File: src/rtl/usr_pkg.sv
// -----------------------------------------------------------------------------
// usr_pkg
// Shared definitions for the universal shift register.
//   - Mode-select encodings driven on the S input of usr_shift_reg.
//   - count_width(): width needed to hold a fill count from 0 to WIDTH.
// No ports: this is a package.
// -----------------------------------------------------------------------------
package usr_pkg;

   localparam logic [1:0] MODE_HOLD = 2'b00;
   localparam logic [1:0] MODE_SHR  = 2'b01;
   localparam logic [1:0] MODE_SHL  = 2'b10;
   localparam logic [1:0] MODE_LOAD = 2'b11;

   // The count must reach WIDTH itself, hence WIDTH+1 distinct values.
   function automatic int count_width(input int width);
      return $clog2(width + 1);
   endfunction

endpackage

File: src/rtl/usr_fill_cnt.sv
// -----------------------------------------------------------------------------
// usr_fill_cnt
// Saturating fill counter. It counts serial bits shifted into the register
// and stops at WIDTH. The full flag is registered alongside the count and
// rises on the same edge that the count reaches WIDTH.
// Ports:
//   clk   in  1   clock, rising edge
//   srst  in  1   synchronous active-high reset (clears count and flag)
//   clr   in  1   clear count and flag (parallel load)
//   inc   in  1   one serial bit entered this cycle
//   cnt   out CW  current fill count, 0..WIDTH
//   full  out 1   high when cnt == WIDTH
// -----------------------------------------------------------------------------
module usr_fill_cnt #(
   parameter int WIDTH = 8,
   parameter int CW    = $clog2(WIDTH + 1)
) (
   input  logic          clk,
   input  logic          srst,
   input  logic          clr,
   input  logic          inc,
   output logic [CW-1:0] cnt,
   output logic          full
);

   localparam logic [CW-1:0] LIMIT = CW'(WIDTH);

   logic [CW-1:0] cnt_reg;
   logic [CW-1:0] cnt_next;
   logic          full_reg;
   logic          full_next;

   always_comb begin
      cnt_next  = cnt_reg;
      full_next = full_reg;
      if (clr) begin
         cnt_next  = '0;
         full_next = 1'b0;
      end else if (inc && !full_reg) begin
         // The full flag doubles as the saturation guard, so the adder never
         // has to compare against the limit before incrementing.
         cnt_next  = cnt_reg + 1'b1;
         full_next = (cnt_next == LIMIT);
      end
   end

   always_ff @(posedge clk) begin
      if (srst) begin
         cnt_reg  <= '0;
         full_reg <= 1'b0;
      end else begin
         cnt_reg  <= cnt_next;
         full_reg <= full_next;
      end
   end

   assign cnt  = cnt_reg;
   assign full = full_reg;

endmodule

File: src/rtl/usr_shift_reg.sv
// -----------------------------------------------------------------------------
// usr_shift_reg
// Universal WIDTH-bit shift register: hold, shift right, shift left and
// parallel load, with a registered serial-out bit and a saturating fill
// counter. All outputs are registered.
// Optional feature: define USR_ROTATE_EN to add the Rot input. With Rot=1 in
// a shift mode the fill bit comes from the opposite end of the register
// (rotate) instead of DSR/DSL.
// Ports:
//   Cp    in  1      clock, rising edge
//   Rst   in  1      synchronous active-high reset, overrides S
//   S     in  2      mode: 00 hold, 01 shift right, 10 shift left, 11 load
//   DSR   in  1      serial input for shift right (enters Q[WIDTH-1])
//   DSL   in  1      serial input for shift left (enters Q[0])
//   D     in  WIDTH  parallel load data
//   Rot   in  1      rotate select (only with USR_ROTATE_EN)
//   Q     out WIDTH  register contents
//   SO    out 1      last bit shifted out
//   Cnt   out CW     bits shifted in since last load/reset, saturates at WIDTH
//   Full  out 1      high when Cnt == WIDTH
// -----------------------------------------------------------------------------
module usr_shift_reg
   import usr_pkg::*;
#(
   parameter int WIDTH = 8,
   parameter int CW    = count_width(WIDTH)
) (
   input  logic             Cp,
   input  logic             Rst,
   input  logic [1:0]       S,
   input  logic             DSR,
   input  logic             DSL,
   input  logic [WIDTH-1:0] D,
`ifdef USR_ROTATE_EN
   input  logic             Rot,
`endif
   output logic [WIDTH-1:0] Q,
   output logic             SO,
   output logic [CW-1:0]    Cnt,
   output logic             Full
);

   logic [WIDTH-1:0] q_reg;
   logic [WIDTH-1:0] q_next;
   logic             so_reg;
   logic             so_next;
   logic             rot_sel;
   logic             fill_r;
   logic             fill_l;
   logic             shift_en;
   logic             load_en;

`ifdef USR_ROTATE_EN
   assign rot_sel = Rot;
`else
   assign rot_sel = 1'b0;
`endif

   // Bit entering the register for each direction; rotation wraps the
   // outgoing end bit back around.
   assign fill_r = rot_sel ? q_reg[0]       : DSR;
   assign fill_l = rot_sel ? q_reg[WIDTH-1] : DSL;

   always_comb begin
      q_next   = q_reg;
      so_next  = so_reg;
      shift_en = 1'b0;
      load_en  = 1'b0;
      case (S)
         MODE_SHR: begin
            q_next   = {fill_r, q_reg[WIDTH-1:1]};
            so_next  = q_reg[0];
            shift_en = 1'b1;
         end
         MODE_SHL: begin
            q_next   = {q_reg[WIDTH-2:0], fill_l};
            so_next  = q_reg[WIDTH-1];
            shift_en = 1'b1;
         end
         MODE_LOAD: begin
            q_next  = D;
            load_en = 1'b1;
         end
         default: begin
            q_next  = q_reg;
            so_next = so_reg;
         end
      endcase
   end

   always_ff @(posedge Cp) begin
      if (Rst) begin
         q_reg  <= '0;
         so_reg <= 1'b0;
      end else begin
         q_reg  <= q_next;
         so_reg <= so_next;
      end
   end

   usr_fill_cnt #(
      .WIDTH (WIDTH),
      .CW    (CW)
   ) u_fill_cnt (
      .clk  (Cp),
      .srst (Rst),
      .clr  (load_en),
      .inc  (shift_en),
      .cnt  (Cnt),
      .full (Full)
   );

   assign Q  = q_reg;
   assign SO = so_reg;

endmodule

File: config.mk
export PLATFORM = sky130hd
export DESIGN_NAME = usr_shift_reg
export DESIGN_NICKNAME = d
export VERILOG_FILES = /design/src/rtl/usr_pkg.sv /design/src/rtl/usr_fill_cnt.sv /design/src/rtl/usr_shift_reg.sv
export SDC_FILE = /design/constraint.sdc
export NUM_CORES = 1
export LEC_CHECK = 0
export CAP_MARGIN = 10
export CORE_MARGIN = 1
export CORE_UTILIZATION = 46
export DETAILED_ROUTE_END_ITERATION = 10
export PLACE_DENSITY = 0.9
export SYNTH_ARGS = -nofsm -noshare
export SYNTH_HDL_FRONTEND = slang
export SYNTH_SLANG_ARGS = --single-unit
File: constraint.sdc
create_clock -name Cp -period 3.25 [get_ports Cp]
set_input_delay 0.4875 -clock Cp [delete_from_list [all_inputs] [get_ports Cp]]
set_output_delay 0.4875 -clock Cp [all_outputs]
set_load 0.01 [all_outputs]
==> metrics.md <==
| Metric | Value |
|---|---|
| Status | `completed` |
| Finished Core Util | `0.680` |
| Die area | `0.00181 mm^2` |
| Setup_tns | `0 ns` |
| Syn Inst Count | `78` |
| Clock Path Buffers | `2` |
| DR pass1 iterations | `5` |
| Pre-CTS worst setup slack | `1.18 ns` |
| Worst Skew | `0.00226 ns` |
| Fillers | `131` |
| Std cell rows | `14` |
| Critical R2R Launch | `u_fill_cnt.cnt[0]$_SDFFE_PP0P_` |
| YS warnings | `0` |
| Synth cell types | `23` |
| Most used DFF post-synth | `dfxtp_1` |
| Routed vias/inst | `5.86` |
| Port Buffers | `27` |
| Worst Path Required | `3.43 ns` |
| First-pass GRT wire length | `2.74 mm` |
| Area delta synth->final | `36.6%` |
| WP buf/inv | `2` |
| Mean Syn Cell Area | `9.72 um^2` |
| Post-synthesis sequential area ratio | `0.370` |
| Period minus WS final | `1.81 ns` |
| Worst Setup EP | `Q[7]$_SDFFE_PP0P_` |
| Slew Limit Fails | `0` |
| Critical path startpoint | `S[0]` |
| Antenna Cells | `0` |
| Sink Count | `14` |
| Maximum VDD drop | `0.200 mV` |
| Post-synth EDFFs | `0` |
| Clock latency on the worst-skew pair | `0.28 ns` |
| CTS resizes | `0` |
| CTS Hold Buffers Added | `0` |
| Worst-Margin Slew | `0.636 ns` |
| Net switching power | `0.111 mW` |
| Power per cell area | `379 mW/mm^2` |
| Largest net degree at the start of global routing | `17` |
| Vias in the first global route | `653` |
| FF-to-FF path depth | `4` |
| Synthesized area | `758 um^2` |
| Final layout net count | `124` |
| Data arrival, critical path | `1.99 ns` |
| RSZ-0062 raised after global routing | `no` |
| Comb pwr share | `0.252` |
| Clock transition at path regs | `0.08 ns` |
| Post-route DRC | `0` |
| Critical path class | `in -> reg` |
| Period utilization | `0.555` |
| Die outline width | `42.6 um` |
| Worst R2R Setup Slack | `2.20 ns` |
| Root buffer cell | `clkbuf_4` |
| Share of cells above drive strength 1 | `0.0962` |
| DR iter-0 viols | `7` |
| Vias | `703` |
| Initial antenna violation count | `0` |
| Die Span Y | `42.6 um` |
| Total wire length | `1.67 mm` |
| Max reg flops | `8` |
| Max Cap Violations | `0` |
| Initial Util | `0.498` |
| Leakage power | `0.379 nW` |
| Worst hold slack | `0.484 ns` |
| RD Place Congestion | `0.750` |
| Routed length per placed instance | `13.9 um` |
| Synth top area cells | `dfxtp_1 (37%), a221oi_2 (12%), a221oi_1 (10%)` |
| Asr flop ratio synth | `0` |
| Core area | `0.00152 mm^2` |
| Max stage delay on crit path | `0.49 ns` |
| Cell family with most CP delay | `buffers and inverters` |
| Placed wire-length estimate | `1.19 mm` |
| Most common cell after layout, fill and taps aside | `clkdlybuf4s50_1` |
| Post-synthesis net count | `96` |
| Worst-path cell chain | `clkdlybuf4s50_1 -> inv_1 -> ha_1 -> nor2_4 -> nand2_1 -> a221oi_1` |
| ANT nets after route | `0` |
| CTS buffer count | `3` |
| Remaining global-route overflow | `0` |
| Highest Clock Rate | `554 MHz` |
| Critical path peak fanout | `10` |
| Final Setup Violations | `0` |
| Critical path's slowest cell | `clkdlybuf4s50_1` |
| Reg2Reg Capture Point | `u_fill_cnt.cnt[2]$_SDFFE_PP0P_` |
| Crit path launch type | `input port` |
| Flop pwr share | `0.497` |
| P_int | `0.281 mW` |
| CP Depth | `6` |
| Final Hold Fails | `0` |
| Htree depth | `1` |
| Setup Fix Bufs, Post-CTS | `0` |
| Slew margin rel. | `0.576` |
| Final WS setup | `1.44 ns` |
| HP Class | `reg -> reg` |
| All-Layer GR Usage | `0.205` |
| Critical Path End Type | `flip-flop` |
| Synth top area share | `0.370` |
| Post-synth top area cell | `dfxtp_1` |
| IO Count | `28` |
| CTS tree | `yes` |
| Clock power share | `0.250` |
| Switching share of power | `0.284` |
| Most frequent cells in the layout | `clkdlybuf4s50_1 (27), dfxtp_1 (14), inv_1 (10), nand2_1 (10), a221oi_1 (9)` |
| Register bit count reported by yosys | `14` |
synthesized netlist by cell type (2+ instances only):
library cell	n
nand4_1	2
mux2i_1	3
a221oi_2	6
inv_1	10
nor3_1	3
buf_6	2
a221oi_1	9
nand2_1	10
xor2_1	2
nor2_1	2
dfxtp_1	14
ha_1	4
stage by stage:
step                      instances  instance area (um^2)  total power, mW
after floorplan                  78                   758            0.253
after detailed placement        117                  1010            0.298
final                           120                  1040            0.393
after global routing            120                  1040            0.416
after CTS                       120                  1040            0.395
after global placement          117                  1010            0.296
how the worst min path moves through the flow:
stage,from,endpoint,slack (ns),depth (start not counted)
floorplan,u_fill_cnt.full$_SDFFE_PP0P_,u_fill_cnt.full$_SDFFE_PP0P_,0.48,2
global placement,u_fill_cnt.full$_SDFFE_PP0P_,u_fill_cnt.full$_SDFFE_PP0P_,0.46,2
detailed placement,u_fill_cnt.full$_SDFFE_PP0P_,u_fill_cnt.full$_SDFFE_PP0P_,0.48,2
CTS,u_fill_cnt.full$_SDFFE_PP0P_,u_fill_cnt.full$_SDFFE_PP0P_,0.49,2
global route,Q[1]$_SDFFE_PP0P_,Q[1]$_SDFFE_PP0P_,0.53,2
finish,u_fill_cnt.full$_SDFFE_PP0P_,u_fill_cnt.full$_SDFFE_PP0P_,0.48,2
per-layer routing:
layer,vias to the layer above,global-route usage,part of all wire
li1,345,-,-
met1,325,0.211,0.44
met2,30,0.366,0.48
met3,3,0.0560,0.065
met4,0,0.119,0.017
met5,-,0,0
kinds of logic (layout without fill, tap and decap cells):
logic type	Yosys count	count (layout)	synth area share
compound gates	19	19	0.256
simple gates	21	21	0.139
fa+ha+maj	4	4	0.0660
flops	14	14	0.370
buf+inv	14	40	0.0957
mux	3	3	0.0396
xor+xnor	3	3	0.0347
area by class of cell:
type                    count  area (um^2)  share of cell area
flip-flops and latches     14          280               0.271
repair buffers             27          270               0.261
inverters                  10         37.5              0.0362
clock buffers               3         22.5              0.0217
well taps                  16         20.0              0.0193
multi-input cells          50          405               0.391
power groups by stage:
stage | registers [mW] | logic, mW | clock network [mW]
after floorplan | 0.203 | 0.0506 | 0
after global placement | 0.199 | 0.0971 | 0
after detailed placement | 0.199 | 0.0989 | 0
after CTS | 0.195 | 0.0996 | 0.101
after global routing | 0.197 | 0.108 | 0.111
final | 0.195 | 0.0990 | 0.0983
worst register-to-register path, cell delays in order, from the launching register on:
cell      delay [ns]
dfxtp_1         0.42
ha_1            0.20
nand3b_1        0.09
xor2_1          0.15
nor3_1          0.11
Note: power is estimated with default switching activity, not from simulation.
